===== config.mk =====
export PLATFORM = sky130hd
export DESIGN_NAME = mul_div_sequencer
export DESIGN_NICKNAME = d
export VERILOG_FILES = /design/src/rtl/mul_div_sequencer.sv
export SDC_FILE = /design/constraint.sdc
export NUM_CORES = 1
export LEC_CHECK = 0
export ABC_AREA = 1
export CORE_MARGIN = 2
export CORE_UTILIZATION = 25
export CTS_CLUSTER_SIZE = 10
export DETAILED_ROUTE_END_ITERATION = 10
export MAX_ROUTING_LAYER = met4
export REMOVE_ABC_BUFFERS = 1
export SLEW_MARGIN = 10
export SYNTH_ARGS = -nofsm -noshare
export SYNTH_HDL_FRONTEND = slang
export SYNTH_SLANG_ARGS = --single-unit

===== constraint.sdc =====
create_clock -name i_clk -period 3.15 [get_ports i_clk]
set_input_delay 0.7875 -clock i_clk [delete_from_list [all_inputs] [get_ports i_clk]]
set_output_delay 0.7875 -clock i_clk [all_outputs]
set_load 0.02 [all_outputs]

===== src/rtl/mul_div_sequencer.sv =====
// rtl/mul_div_sequencer.sv - iterative radix-2 multiply/divide sequencer with HI/LO results
//
// Purpose
//   Runs MULTIPLY (alu_control 4'b1101, shift-add) and DIVIDE (4'b1011, restoring)
//   one bit per cycle beside the single-cycle ALU. Holds busy while running so the
//   core stalls; results land in HI/LO on entry to DONE and stay stable between ops.
//
// Configuration
//   MD_SIGNED_EN  defined: two's complement operands; the engine works on magnitudes
//                 and the signs are applied as the result is written to HI/LO.
//                 undefined: unsigned multu/divu semantics.
//
// Ports
//   i_clk          clock, rising edge
//   i_reset        synchronous, active-high
//   i_start        request, sampled only in IDLE
//   i_alu_control  op code (1101 mult, 1011 div, others ignored)
//   i_src_a        multiplicand / dividend
//   i_src_b        multiplier / divisor
//   i_abort        cancels an op in RUN
//   o_busy         high in RUN and DONE
//   o_done         one-cycle pulse in DONE; HI/LO valid
//   o_div_by_zero  set by a divide with divisor 0, cleared by the next accepted start
//   o_hi           mult: upper product, div: remainder
//   o_lo           mult: lower product, div: quotient

module mul_div_sequencer #(
  parameter int WIDTH = 32,
  parameter int CNT_W = 6
) (
  input  logic             i_clk,
  input  logic             i_reset,
  input  logic             i_start,
  input  logic [3:0]       i_alu_control,
  input  logic [WIDTH-1:0] i_src_a,
  input  logic [WIDTH-1:0] i_src_b,
  input  logic             i_abort,
  output logic             o_busy,
  output logic             o_done,
  output logic             o_div_by_zero,
  output logic [WIDTH-1:0] o_hi,
  output logic [WIDTH-1:0] o_lo
);

  localparam logic [3:0] OP_MULT = 4'b1101;
  localparam logic [3:0] OP_DIV  = 4'b1011;

  typedef enum logic [1:0] {S_IDLE, S_RUN, S_DONE} state_t;

  state_t             r_state;
  state_t             w_state_nxt;
  logic [CNT_W-1:0]   r_cnt;
  logic               r_is_div;
  // mult: {partial product, remaining multiplier}; div: {remainder, dividend/quotient}
  logic [2*WIDTH-1:0] r_acc;
  // multiplicand for mult, divisor for div
  logic [WIDTH-1:0]   r_opnd;
  logic [WIDTH-1:0]   r_hi;
  logic [WIDTH-1:0]   r_lo;
  logic               r_dbz;
`ifdef MD_SIGNED_EN
  logic               r_neg_lo;  // product sign (mult) or quotient sign (div)
  logic               r_neg_hi;  // remainder sign (div only)
`endif

  logic               w_is_mult_op;
  logic               w_is_div_op;
  logic               w_accept;
  logic               w_dbz_req;
  logic               w_last;
  logic [WIDTH-1:0]   w_mag_a;
  logic [WIDTH-1:0]   w_mag_b;
  logic [WIDTH:0]     w_mul_sum;
  logic [WIDTH:0]     w_rem_sh;
  logic               w_rem_ge;
  logic [WIDTH-1:0]   w_rem_sub;
  logic [2*WIDTH-1:0] w_acc_nxt;
  logic [WIDTH-1:0]   w_res_hi;
  logic [WIDTH-1:0]   w_res_lo;

  assign w_is_mult_op = (i_alu_control == OP_MULT);
  assign w_is_div_op  = (i_alu_control == OP_DIV);
  assign w_accept     = i_start && (w_is_mult_op || w_is_div_op);
  assign w_dbz_req    = i_start && w_is_div_op && (i_src_b == '0);
  assign w_last       = (r_cnt == CNT_W'(WIDTH - 1));

`ifdef MD_SIGNED_EN
  assign w_mag_a = i_src_a[WIDTH-1] ? -i_src_a : i_src_a;
  assign w_mag_b = i_src_b[WIDTH-1] ? -i_src_b : i_src_b;
`else
  assign w_mag_a = i_src_a;
  assign w_mag_b = i_src_b;
`endif

  // Multiply step: conditionally add multiplicand into the upper half, keeping the
  // carry, then shift the whole accumulator right by one.
  assign w_mul_sum = {1'b0, r_acc[2*WIDTH-1:WIDTH]} + (r_acc[0] ? {1'b0, r_opnd} : '0);

  // Divide step: the shifted remainder can be WIDTH+1 bits; after a successful
  // subtract it is always below the divisor, so WIDTH bits hold the difference.
  assign w_rem_sh  = r_acc[2*WIDTH-1:WIDTH-1];
  assign w_rem_ge  = (w_rem_sh >= {1'b0, r_opnd});
  assign w_rem_sub = w_rem_sh[WIDTH-1:0] - r_opnd;

  always_comb begin
    w_acc_nxt = {w_mul_sum, r_acc[WIDTH-1:1]};
    if (r_is_div) begin
      if (w_rem_ge) w_acc_nxt = {w_rem_sub, r_acc[WIDTH-2:0], 1'b1};
      else          w_acc_nxt = {w_rem_sh[WIDTH-1:0], r_acc[WIDTH-2:0], 1'b0};
    end
  end

  always_comb begin
    w_res_hi = w_acc_nxt[2*WIDTH-1:WIDTH];
    w_res_lo = w_acc_nxt[WIDTH-1:0];
`ifdef MD_SIGNED_EN
    if (r_is_div) begin
      if (r_neg_hi) w_res_hi = -w_acc_nxt[2*WIDTH-1:WIDTH];
      if (r_neg_lo) w_res_lo = -w_acc_nxt[WIDTH-1:0];
    end else if (r_neg_lo) begin
      {w_res_hi, w_res_lo} = -w_acc_nxt;
    end
`endif
  end

  always_ff @(posedge i_clk) begin
    if (i_reset) r_state <= S_IDLE;
    else         r_state <= w_state_nxt;
  end

  always_comb begin
    w_state_nxt = r_state;
    o_busy      = 1'b0;
    o_done      = 1'b0;
    case (r_state)
      S_IDLE: begin
        if (w_dbz_req)     w_state_nxt = S_DONE;
        else if (w_accept) w_state_nxt = S_RUN;
      end
      S_RUN: begin
        o_busy = 1'b1;
        if (i_abort)     w_state_nxt = S_IDLE;
        else if (w_last) w_state_nxt = S_DONE;
      end
      S_DONE: begin
        o_busy      = 1'b1;
        o_done      = 1'b1;
        w_state_nxt = S_IDLE;
      end
      default: w_state_nxt = S_IDLE;
    endcase
  end

  always_ff @(posedge i_clk) begin
    if (i_reset) begin
      r_cnt    <= '0;
      r_is_div <= 1'b0;
      r_acc    <= '0;
      r_opnd   <= '0;
      r_hi     <= '0;
      r_lo     <= '0;
      r_dbz    <= 1'b0;
`ifdef MD_SIGNED_EN
      r_neg_lo <= 1'b0;
      r_neg_hi <= 1'b0;
`endif
    end else begin
      case (r_state)
        S_IDLE: begin
          if (w_accept) begin
            r_cnt    <= '0;
            r_is_div <= w_is_div_op;
            r_dbz    <= w_dbz_req;
            r_acc    <= {{WIDTH{1'b0}}, (w_is_div_op ? w_mag_a : w_mag_b)};
            r_opnd   <= w_is_div_op ? w_mag_b : w_mag_a;
`ifdef MD_SIGNED_EN
            r_neg_lo <= i_src_a[WIDTH-1] ^ i_src_b[WIDTH-1];
            r_neg_hi <= w_is_div_op & i_src_a[WIDTH-1];
`endif
            // Divide by zero skips RUN; the result is fixed, not computed.
            if (w_dbz_req) begin
              r_hi <= i_src_a;
              r_lo <= '1;
            end
          end
        end
        S_RUN: begin
          if (!i_abort) begin
            r_acc <= w_acc_nxt;
            r_cnt <= r_cnt + CNT_W'(1);
            if (w_last) begin
              r_hi <= w_res_hi;
              r_lo <= w_res_lo;
            end
          end
        end
        default: ;
      endcase
    end
  end

  assign o_div_by_zero = r_dbz;
  assign o_hi          = r_hi;
  assign o_lo          = r_lo;

endmodule


# --- Yosys cells after proc, flatten, opt, wreduce, memory -nomap -nowiden ---
# Index checks and enable logic that the tools add are counted.
# Widths: inputs -> output; s select.
op_classes:
  addsub: 3
  mul: 0
  div_mod_pow: 0
  magnitude_cmp: 1
  eq_ne: 11
  shift: 0
  muxes: 28
  bitwise: 0
  n_reduce_logical: 12
ops:
  columns: ["op", "count"]
  rows:
  - ["$mux 32", 11]
  - ["$mux 64", 4]
  - ["$pmux 32 s2", 2]
  - ["$pmux 64 s2", 1]
  - ["$add 32x32->33", 1]
  - ["$ge 33x32->1", 1]
  - ["$logic_not 32->1", 1]
  - ["$sub 32x32->32", 1]
  - ["$mux 6", 2]
  - ["$pmux 6 s2", 1]
  - ["$eq 4x4->1 const B", 2]
  - ["$mux 2", 4]
  - ["$ne 2x2->1 const B", 4]
  - ["$add 6x1->6 const B", 1]
  - ["$eq 6x5->1 const B", 1]
  - ["$ne 3x3->1 const B", 2]
  - ["$reduce_and 5->1", 1]
  - ["$pmux 2 s2", 1]
  - ["$reduce_and 2->1", 2]
  - ["$logic_and 1x1->1", 3]
  - ["$reduce_and 3->1", 1]
  - ["$eq 2x1->1 const B", 1]
  - ["$eq 2x2->1 const B", 1]
  - ["$logic_not 2->1", 1]
  - ["4 further kinds", 5]
totals:
  register_bits: 170
  latch_bits: 0
  mem_bits_rw: 0
  romBits: 0
  elab_cells: 63
  mem_count: 0

# --- Logic depth before layout (Yosys ltp) ---
# Gate-level depths: netlist (run 1).
depth:
  word_depth: 6
  ltp_mapped: 20

# --- Worst setup path after synthesis (run 1) ---
# No wires, ideal clock.
synth_path:
  path_type: "reg-to-reg"
  start: "reg r_acc[0]"
  end: "reg r_acc[45]"
  arrival_ns: 2.435
  required_time_ns: 3.022
  setup_slack_ns: 0.587
  path_stages_with_launch: 17
  n_path_buf: 2
  cell_sequence: "dfxtp_1 clkbuf_1 clkbuf_1 nand2_1 inv_1 ha_1 fa_1 nand2_1 nand2_1 o21ai_0 o21ai_0 nand2_1 nand2_1 xor2_1 or2_2 nand3_1 a21oi_1"
synth_via:
  elab_chain_len: 5
synth_lines:
  columns: ["element", "line_no", "source"]
  rows:
  - ["start, declared", "55", "logic [2*WIDTH-1:0] r_acc;"]
  - ["start signal, assigned", "174", "r_acc <= {{WIDTH{1'b0}}, (w_is_div_op ? w_mag_a : w_mag_b)};"]
  - ["start signal, assigned", "189", "r_acc <= w_acc_nxt;"]
  - ["$mux 32", "97", "assign w_mul_sum = {1'b0, r_acc[2*WIDTH-1:WIDTH]} + (r_acc[0] ? {1'b0, r_opnd} : '0);"]
  - ["$add 32x32->33", "97", null]
  - ["$mux 64", "107", "if (r_is_div) begin"]
  - ["$mux 64", "188", "if (!i_abort) begin"]
  - ["$pmux 64 s2", "168", "case (r_state)"]
# Every way passes these cells. The select of a mux whose other input is x is not followed.
# A chain may end at the register's enable or synchronous reset.

# --- Final worst setup path (run 1) ---
layout_path:
  start: "reg r_acc[0]"
  end: "reg r_acc[61]"
# Same word-level chain as after synthesis.

==> impl_results.md, run 1 <==
- Req. time, crit path: 3530 ps
- GRT Total Usage: 17.60%
- Area contributors post-synth: dfxtp_1, nand2_1, inv_1
- Dominant cell type by area after synthesis: dfxtp_1
- Post-Synthesis Cells: 2146
- Final Max Slew Viols: 0
- Worst slew margin: 29.06%
- Power share of the sequential group: 23.1%
- Setup Crit Path Kind: flip-flop to flip-flop
- Max cap viols: 0
- Area of the die: 0.05382 mm2
- Die Wd: 232.0 um
- Share of layout cells above drive strength 1: 5.762%
- Postcts setup bufs: 0
- Slowest-stage cell, CP: o21ai_0
- Ant diodes: 0
- Hold Slack: 456.1 ps
- Hold_buf cts: 0
- H-tree depth: 4
- Fmax: 334.8 MHz
- Critical Path Max Stage Delay: 530 ps
- CTS tree: done
- Critical path data arrival time: 3370 ps
- Clock sinks: 170
- Register area share after synthesis: 26.19%
- WL final: 46.20 mm
- Post-placement setup slack: -174.8 ps
- Synthesized area per cell: 6.055 um2
- Final Skew: 17.30 ps
- First-pass GRT wire length: 73.39 mm
- # setup viols final: 0
- Post_cts resized: 0
- Area delta synth->final: 22.15%
- Count leader, synth: nand2_1
- CP Launch Type: flip-flop
- Pwr dens: 863.0 mW/mm2
- Most used cell, CP: nand2_1
- CP Cell Sequence: nand2_1, inv_1, ha_1, fa_1, nand2_1, nand2_1, o21ai_0, o21ai_0, nand2_1, nand2_1, nand2_1, nand3_1, nand3_1, nand2_1, nand2_1, a21oi_1
- Switching part of the total power: 49.76%
- Initial antenna violation count: 0
- First-pass DRT Iterations: 5
- Total number of vias: 14160
- I/O Pins: 139
- Post-DP HPWL: 35.35 mm
- NumNets Final: 2386
- Post-route ant nets: 0
- Crit path buf inv count: 1
- Critical path capture point type: flip-flop
- Clock transition at path regs: 70 ps
- Kind of cell adding the most delay to the critical path: simple AND/OR/NAND/NOR gates
- Gr ovfl total: 0
- Pleak: 7.239 nW
- Fin crit period: 2987 ps
- Clock buffer count from CTS: 17
- Yosys top cell area share: 26.19%
- Die Height: 232.0 um
- Crit path max fanout: 5
- Outcome: completed
- Psw: 0.006817 W
- Count of different cell masters after synthesis: 35
- Core area: 0.05130 mm2
- Vias in the first global route: 13420
- Yosys reg bits: 170
- Most used DFF post-synth: dfxtp_1
- DRT iter0 DRCs: 952
- Pwr Total: 0.01370 W
- Async set-reset flop share out of synthesis: 0%
- Worst skew pair latency: 460 ps
- Initial Utilization: 25.33%
- Top cells by count, synth: nand2_1, inv_1, nor2_1
- FP Rows: 83
- Routed WL per cell: 15.74 um
- Clock Path Buffers: 2
- Port buffer count: 138
- Routed vias/inst: 4.823
- Pint: 0.006882 W
- Power share of the clock group: 15.8%
- Setup ws final: 162.7 ps
- CTS Root Cell: clkbuf_16
- Final hold violation count: 0
- Synth warn: 0
- Comb pwr share: 61.1%
- RSZ-0062 raised after global routing: no
- Crit share post-route: 94.83%
- Residual DRC count: 0
- Least-Margin Pin Slew: 1064 ps
- Synthesized area: 0.01299 mm2
- Largest net degree at the start of global routing: 96
- Post-synth EDFFs: 0
- Hold Path Class: flip-flop to flip-flop
- RePlAce Congestion: 1.004
- Fin util: 30.94%
- Peak VDD IR: 467.9 uV
- Filler cells: 5735
-- kinds of logic after synthesis --
logic type	Yosys count	synth area share (%)
xor gates and xnor gates	27	1.820
and+or+nand+nor	1032	33.16
adders and majority gates	70	6.855
DFF	170	26.19
muxes	24	2.080
buffers and inverters	371	11.29
AOI/OAI and AO/OA	452	18.60
-- layer usage --
metal  share of wire (%)  vias to the layer above  track usage (%)
met5                   0                        -                -
met3                 4.8                       66            1.756
met1                  46                     6433            22.69
met2                  47                      415            28.63
met4                 2.8                        0            6.170
li1                    -                     7246                -
-- final cells by class --
cell class	instances	area [um2]	share of cell area [%]
Clock buffer	17	425.4	2.680
Clock inverter	14	162.7	1.025
Inverter	264	993.5	6.259
Multi-Input combinational cell	1605	8144	51.31
Sequential cell	170	3405	21.45
Tap cell	680	850.8	5.360
Timing Repair Buffer	186	1892	11.92
-- registers in the layout (all words and copies together), names as in the netlist --
register / flops
o_hi: 32
o_div_by_zero: 1
o_lo: 32
r_cnt: 6
r_state: 2
r_opnd: 32
r_acc: 64
r_is_div: 1
-- through the flow --
stage	setup TNS (ps)	std cells	cell area, um2
floorplan	-249000	2039	12520
global placement	-7498	2905	15280
detailed placement	-6685	2905	15280
CTS	0	2936	15870
global route	0	2936	15870
finish	0	2936	15870
-- power groups by stage --
| stage | Combinational (W) | Clock [W] | Sequential [W] |
|---|---|---|---|
| after floorplan | 0.00488 | 0 | 0.00342 |
| final | 0.00837 | 0.00216 | 0.00316 |
| after global placement | 0.00827 | 0 | 0.00320 |
| after detailed placement | 0.00830 | 0 | 0.00319 |
| after CTS | 0.00835 | 0.00222 | 0.00315 |
| after global routing | 0.00932 | 0.00229 | 0.00322 |
-- worst register-to-register path: stages, from the launching register on --
cell     delay (ps)
dfxtp_1         420
nand2_1          80
inv_1            60
ha_1            170
fa_1            220
nand2_1          70
nand2_1          80
o21ai_0         240
o21ai_0         530
nand2_1         100
nand2_1         200
nand2_1         140
nand3_1         100
nand3_1         150
nand2_1         110
nand2_1          70
a21oi_1         170
-- cell usage in the layout, fill, tap and decap left out, types with 36 or more instances in the layout --
cell	netlist	routed
nand2_1	591	591
inv_1	259	257
nor2_1	197	196
o21ai_0	186	186
dfxtp_1	170	169
a21oi_1	165	165
nand3_1	152	152
clkdlybuf4s50_1	0	138
ha_1	68	67
nand4_1	41	41
buf_4	8	36
-- final timing paths --
kind	start	endpoint	slack [ps]	depth (start not counted)
worst max-delay path	r_acc[0]	r_acc[61]	160	16
worst min-delay path	r_cnt[5]	r_cnt[5]	460	1
worst max register to register	r_acc[0]	r_acc[61]	160	16
worst min register to register	r_cnt[5]	r_cnt[5]	460	1
(Power assumes the default switching activity.)
==> run 2, diff against run 1 <==
--- a/config.mk
+++ b/config.mk
@@ -11,7 +11,7 @@
 export CTS_CLUSTER_SIZE = 10
 export DETAILED_ROUTE_END_ITERATION = 10
 export MAX_ROUTING_LAYER = met4
-export REMOVE_ABC_BUFFERS = 1
+export SKIP_CTS_REPAIR_TIMING = 1
 export SLEW_MARGIN = 10
 export SYNTH_ARGS = -nofsm -noshare
 export SYNTH_HDL_FRONTEND = slang
==> impl_results.md, run 2 (synthesis gave the netlist of run 1 again) <==
- Outcome: completed
- Net Count, Synth: 2288
- DRT iter0 DRCs: 1045 (+9.8%)
- Core area: 0.05130 mm2 (unchanged)
- Crit Reg-Reg Endpoint: r_acc[63]
- Die Height: 232.0 um (unchanged)
- Pwr Total: 0.01377 W (+0.49%)
- Pwr dens: 851.8 mW/mm2 (-1.3%)
- Routed vias/inst: 4.804 (-0.39%)
- Residual DRC count: 0 (unchanged)
- Post-DP HPWL: 37.89 mm (+7.2%)
- Commonest non-fill, non-tap cell in the layout: nand2_1
- Hold EP: r_cnt[5]
- R2r startpoint: r_acc[0]
- Reg2Reg Setup Slack: 260 ps (+90 ps)
- CP Launch Type: flip-flop
- Critical Path Max Stage Delay: 410 ps (-120 ps)
- Hold Crit Start: r_cnt[5]
- First-pass GRT wire length: 75.47 mm (+2.8%)
- Ant diodes: 0 (unchanged)
- WL final: 48.16 mm (+4.2%)
- Biggest register: r_acc
- Vias in the first global route: 13430 (+0.037%)
- Kind of cell adding the most delay to the critical path: simple AND/OR/NAND/NOR gates
- Post-route ant nets: 0 (unchanged)
- Final Skew: 10.21 ps (-7.084 ps)
- Final hold violation count: 0 (unchanged)
- Least-Margin Pin Slew: 778.0 ps (-286.0 ps)
- NumNets Final: 2426 (+1.7%)
- Routed WL per cell: 16.18 um (+2.8%)
- Peak VDD IR: 510.8 uV (+9.2%)
- Crit path max fanout: 5 (unchanged)
- Worst skew pair latency: 460 ps (about the same)
- Critical path data arrival time: 3230 ps (-140 ps)
- Initial Utilization: 25.33% (unchanged)
- Final Max Slew Viols: 0 (unchanged)
- Crit path buf inv count: 2 (+1)
- Crit share post-route: 91.89% (-2.9 points)
- CTS Root Cell: clkbuf_16
- Most used cell, CP: nand2_1
- # setup viols final: 0 (unchanged)
- Clock buffer count from CTS: 17 (unchanged)
- Port buffer count: 138 (unchanged)
- Slowest-stage cell, CP: fa_1
- Commonest non-fill, non-tap cells in the layout: nand2_1, inv_1, nor2_1, o21ai_0, dfxtp_1
- Area of the die: 0.05382 mm2 (unchanged)
- Initial antenna violation count: 0 (unchanged)
- CTS tree: done
- Area delta synth->final: 24.36%
- Total number of vias: 14300 (+1.0%)
- TNS Setup: 0 ps (unchanged)
- Die Wd: 232.0 um (unchanged)
- I/O Pins: 139 (unchanged)
- Hold path cells: 1 (unchanged)
- GRT Total Usage: 18.23% (+0.62 points)
- Hold Slack: 459.7 ps (+3.649 ps)
- Levels on crit path: 17 (+1)
- RSZ-0062 raised after global routing: no
- Critical path capture point type: flip-flop
- Share of layout cells above drive strength 1: 7.401% (+1.6 points)
- Max reg flops: 64 (unchanged)
- Fin crit period: 2894 ps (-92.82 ps)
- Clock transition at path regs: 70 ps (about the same)
- Path depth of the worst reg2reg path: 17 (+1)
- Gr ovfl total: 0 (unchanged)
- Largest net degree at the start of global routing: 94 (-2.1%)
- Req. time, crit path: 3490 ps (-40 ps)
- H-tree depth: 4 (unchanged)
- Hold Path Class: flip-flop to flip-flop
- Clock Path Buffers: 2 (unchanged)
- CP Cell Sequence: nand2_1, inv_1, ha_1, fa_1, nand2_1, nand2_1, o21ai_0, o21ai_0, buf_4, nand2_1, nand3_1, nand2_1, nand3_1, nand2_1, nand2_1, nand2_1, a21oi_1
- FP Rows: 83 (unchanged)
- Worst slew margin: 47.58% (+19 points)
- Fmax: 345.5 MHz (+3.2%)
- Max cap viols: 0 (unchanged)
- First-pass DRT Iterations: 6 (+1)
- Setup Crit Path Kind: flip-flop to flip-flop
- Pleak: 7.439 nW (+2.8%)
- RePlAce Congestion: 0.9539 (-5.0%)
- Clock sinks: 170 (unchanged)
==> run 2: layer usage <==
| layer | GRT usage [%] | vias to the layer above | routed length [um] |
|---|---|---|---|
| li1 | - | 7310 | - |
| met1 | 23.62 | 6537 | 22130 |
| met2 | 30.24 | 397 | 22760 |
| met3 | 1.780 | 58 | 2266 |
| met4 | 4.808 | 0 | 996 |
| met5 | - | - | 0 |
==> run 2: stage by stage <==
step	instance area, um2	std cells	worst slack, ps	utilization (%)
after floorplan	13000	2146	587.0	-
after global placement	15570	2945	3.359	30.35
after detailed placement	15570	2945	52.06	30.35
after CTS	16160	2977	313.7	31.50
after global routing	16160	2977	39.29	31.50
final	16160	2977	255.5	31.50
==> run 2: final cells by class <==
cell class	instances	area [um2]
multi-input cells	1605	8144
inverters	264	993.5
repair buffers	226	2180
clock inverters	14	158.9
well taps	680	850.8
clock buffers	18	429.2
fillers	5805	35140
flip-flops and latches	170	3405
==> run 2: report_power, final <==
| part | total [W] | switching (W) | internal, W |
|---|---|---|---|
| sequential | 0.00314 | 0.000423 | 0.00271 |
| clock | 0.00217 | 0.000989 | 0.00119 |
| combinational | 0.00845 | 0.00539 | 0.00307 |
| total | 0.0138 | 0.00680 | 0.00697 |
==> run 2: worst max path at each step <==
| stage | to | slack, ps | start |
|---|---|---|---|
| finish | r_acc[63] | 260 | r_acc[0] |
| detailed placement | o_hi[15] | 50 | i_src_b[19] |
| global route | o_hi[20] | 40 | r_acc[0] |
| CTS | r_acc[59] | 310 | r_opnd[23] |
| floorplan | r_acc[45] | 590 | r_acc[0] |
| global placement | o_hi[15] | 3 | i_src_b[31] |
==> run 3, diff against run 2 <==
--- a/config.mk
+++ b/config.mk
@@ -6,12 +6,12 @@
 export NUM_CORES = 1
 export LEC_CHECK = 0
 export ABC_AREA = 1
+export ABC_CLOCK_PERIOD_IN_PS = 3150
 export CORE_MARGIN = 2
 export CORE_UTILIZATION = 25
 export CTS_CLUSTER_SIZE = 10
 export DETAILED_ROUTE_END_ITERATION = 10
 export MAX_ROUTING_LAYER = met4
-export SKIP_CTS_REPAIR_TIMING = 1
 export SLEW_MARGIN = 10
 export SYNTH_ARGS = -nofsm -noshare
 export SYNTH_HDL_FRONTEND = slang
==> results of run 3 <==
No change in the layout: final DEF, timing and power equal those of run 2.
==> RTL edit, RTL diff (flow settings as in run 2) <==
Compare `r_cnt` against `CNT_W'(WIDTH - 1)` with >= in place of ==.
--- a/src/rtl/mul_div_sequencer.sv
+++ b/src/rtl/mul_div_sequencer.sv
@@ -84,3 +84,3 @@
   assign w_dbz_req    = i_start && w_is_div_op && (i_src_b == '0);
-  assign w_last       = (r_cnt == CNT_W'(WIDTH - 1));
+  assign w_last       = (r_cnt >= CNT_W'(WIDTH - 1));
 
Function: no difference found for any inputs over 4 cycles, from zero or initial values and one cycle with i_reset high; that may be too few to reach the edited logic, so the function may still have changed.
==> RTL edit against run 2 <==
  * Global-route usage down 0.28 points
  * Count of clock-buffer cells in the layout up 4
  * Hold slack better by 0.021 ns
  * Cell area up 2.2%
  * Total power up 9.3%
  * Sequential power down 5%
  * Worst setup slack better by 0.048 ns
  * Via count up 4.0%
  * Clock skew up 0.0022 ns
  * Routed wire length up 2.9%
  * Sequential cell count unchanged
  * Synthesized area up 4.3%
  * Critical path depth down 1
  * Largest power group unchanged
  * Highest routed layer unchanged
==> RTL edit: results (changes against run 2) <==
| Metric | Value |
|---|---|
| Post-Syn Nets | 2464 (+7.7%) |
| Initial antenna violation count | 0 (unchanged) |
| Total Wirelength | 49.6 mm (+2.9%) |
| Synth Flop Type | dfxtp_1 |
| Share of cells above drive strength 1 | 0.0585 (-0.0155) |
| Vias in the first global route | 13600 (+1.3%) |
| Via count | 14900 (+4.0%) |
| Hold Path Class | register to register |
| Register area share after synthesis | 0.251 (-0.0108) |
| Worst-Margin Slew | 0.684 ns (-0.0942 ns) |
| GPL Wtd Cong | 0.966 (+1.3%) |
| CP max stage delay | 0.43 ns (+0.02 ns) |
| Most flop-heavy register | r_acc |
| Outcome | finished clean |
| Clk buf depth | 2 (unchanged) |
| Worst Path Arrival | 3.23 ns (about the same) |
| Top cells by count, synth | nand2_1 (671), inv_1 (336), nor2_1 (290) |
| Clock slew at reported path FFs | 0.07 ns (about the same) |
| Dpl ws | 0.0589 ns (+0.00687 ns) |
| DR iter-0 viols | 1306 (+25%) |
| Number of fillers in the final layout | 5989 (+3.2%) |
| First-pass GRT wire length | 77.2 mm (+2.3%) |
| CTS buffer count | 17 (unchanged) |
| Max FFs per register | 64 (unchanged) |
| Htree depth | 4 (unchanged) |
| Clk Latency, worst-skew pair | 0.46 ns (about the same) |
| PortBufs | 138 (unchanged) |
| Ant. Diodes | 0 (unchanged) |
| Yosys warnings | 0 (unchanged) |
| Async S/R FF share, synth | 0 (unchanged) |
| GRT Resource Usage Total | 0.179 (-0.00279) |
| Netlist cell types | 46 (+31%) |
| VDD IR max | 0.564 mV (+10%) |
| Pin count of the biggest net entering global routing | 77 (-18%) |
| CP max-delay cell | dfxtp_1 |
| Worst Path Max Fanout | 21 (+16) |
| Leakage Power | 0.00782 uW (+5.1%) |
| Layout Nets | 2574 (+6.1%) |
| Clk_skew | 0.0124 ns (+0.00223 ns) |
| DRT Pass-1 Iters | 5 (-1) |
| Fin worst setup slack | 0.304 ns (+0.0483 ns) |
| DP HPWL | 39.0 mm (+2.9%) |
| Synth area leaders | dfxtp_1 (25%), nand2_1 (19%), inv_1 (9.3%), nor2_1 (8.0%), o21ai_0 (7.1%) |
| Clock root buffer master | clkbuf_16 |
| Hold Path Origin | r_cnt[5] |
| Setup crit start | r_opnd[6] |
## RTL edit: changes by cell type after synthesis, moves of 16 or more
cell | run 2 | this run
nor2_1 | 197 | 290
nand3_2 | 0 | 16
o21ai_1 | 22 | 2
mux2_2 | 24 | 0
nand4_1 | 41 | 17
inv_1 | 259 | 336
nand2_1 | 591 | 671
a21oi_1 | 165 | 132
## RTL edit: final cells by class
| class | instances | area, um^2 | share of cell area |
|---|---|---|---|
| well taps | 696 | 871 | 0.0528 |
| repair buffers | 192 | 1910 | 0.116 |
| clock buffers | 22 | 484 | 0.0293 |
| multi-input cells | 1709 | 8410 | 0.510 |
| flip-flops and latches | 170 | 3410 | 0.206 |
| inverters | 342 | 1290 | 0.0779 |
| clock inverters | 9 | 136 | 0.00826 |
## RTL edit: cells by family (layout without fill, tap and decap cells)
| group | after synthesis | in the layout | share of synthesized area |
|---|---|---|---|
| simple gates | 1198 | 1198 | 0.369 |
| fa+ha+maj | 70 | 70 | 0.0657 |
| xor+xnor | 26 | 26 | 0.0168 |
| compound gates | 415 | 415 | 0.168 |
| flops | 170 | 170 | 0.251 |
| buf+inv | 443 | 565 | 0.130 |
## RTL edit: layer usage
layer / track usage / vias to the layer above / share of wire
li1: - / 7617 / -
met1: 0.249 / 6777 / 0.48
met2: 0.278 / 416 / 0.45
met3: 0.0228 / 60 / 0.055
met4: 0.0393 / 0 / 0.017
met5: - / - / 0
## RTL edit: stage by stage
stage	power (uW)	area, um^2	utilization	instances	hold WS [ns]
floorplan	9990	13600	-	2322	0.447
global placement	12700	15900	0.296	3109	0.466
detailed placement	12700	15900	0.296	3109	0.474
CTS	15000	16500	0.307	3140	0.484
global route	16400	16500	0.307	3140	0.499
finish	15000	16500	0.307	3140	0.481
## RTL edit: where the power goes
group / internal (uW) / total (uW) / switching (uW) / leakage, uW
Combinational: 3330 / 9780 / 6460 / 0.00614
Sequential: 2570 / 2970 / 404 / 0.00138
Clock: 1330 / 2280 / 954 / 0.000299
Total: 7230 / 15000 / 7820 / 0.00782
## RTL edit: worst paths after layout
path	endpoint	depth (start not counted)
worst max register to register	r_acc[59]	16
worst min register to register	r_cnt[5]	2
worst max-delay path	r_acc[59]	16
worst min-delay path	r_cnt[5]	2
## RTL edit: worst max-delay path: cells and delay by family (launching register included)
kind,cells,cell delay [ns]
compound gates,1,0.18
fa+ha+maj,1,0.37
simple gates,13,1.68
flops,1,0.43
buf+inv,1,0.09
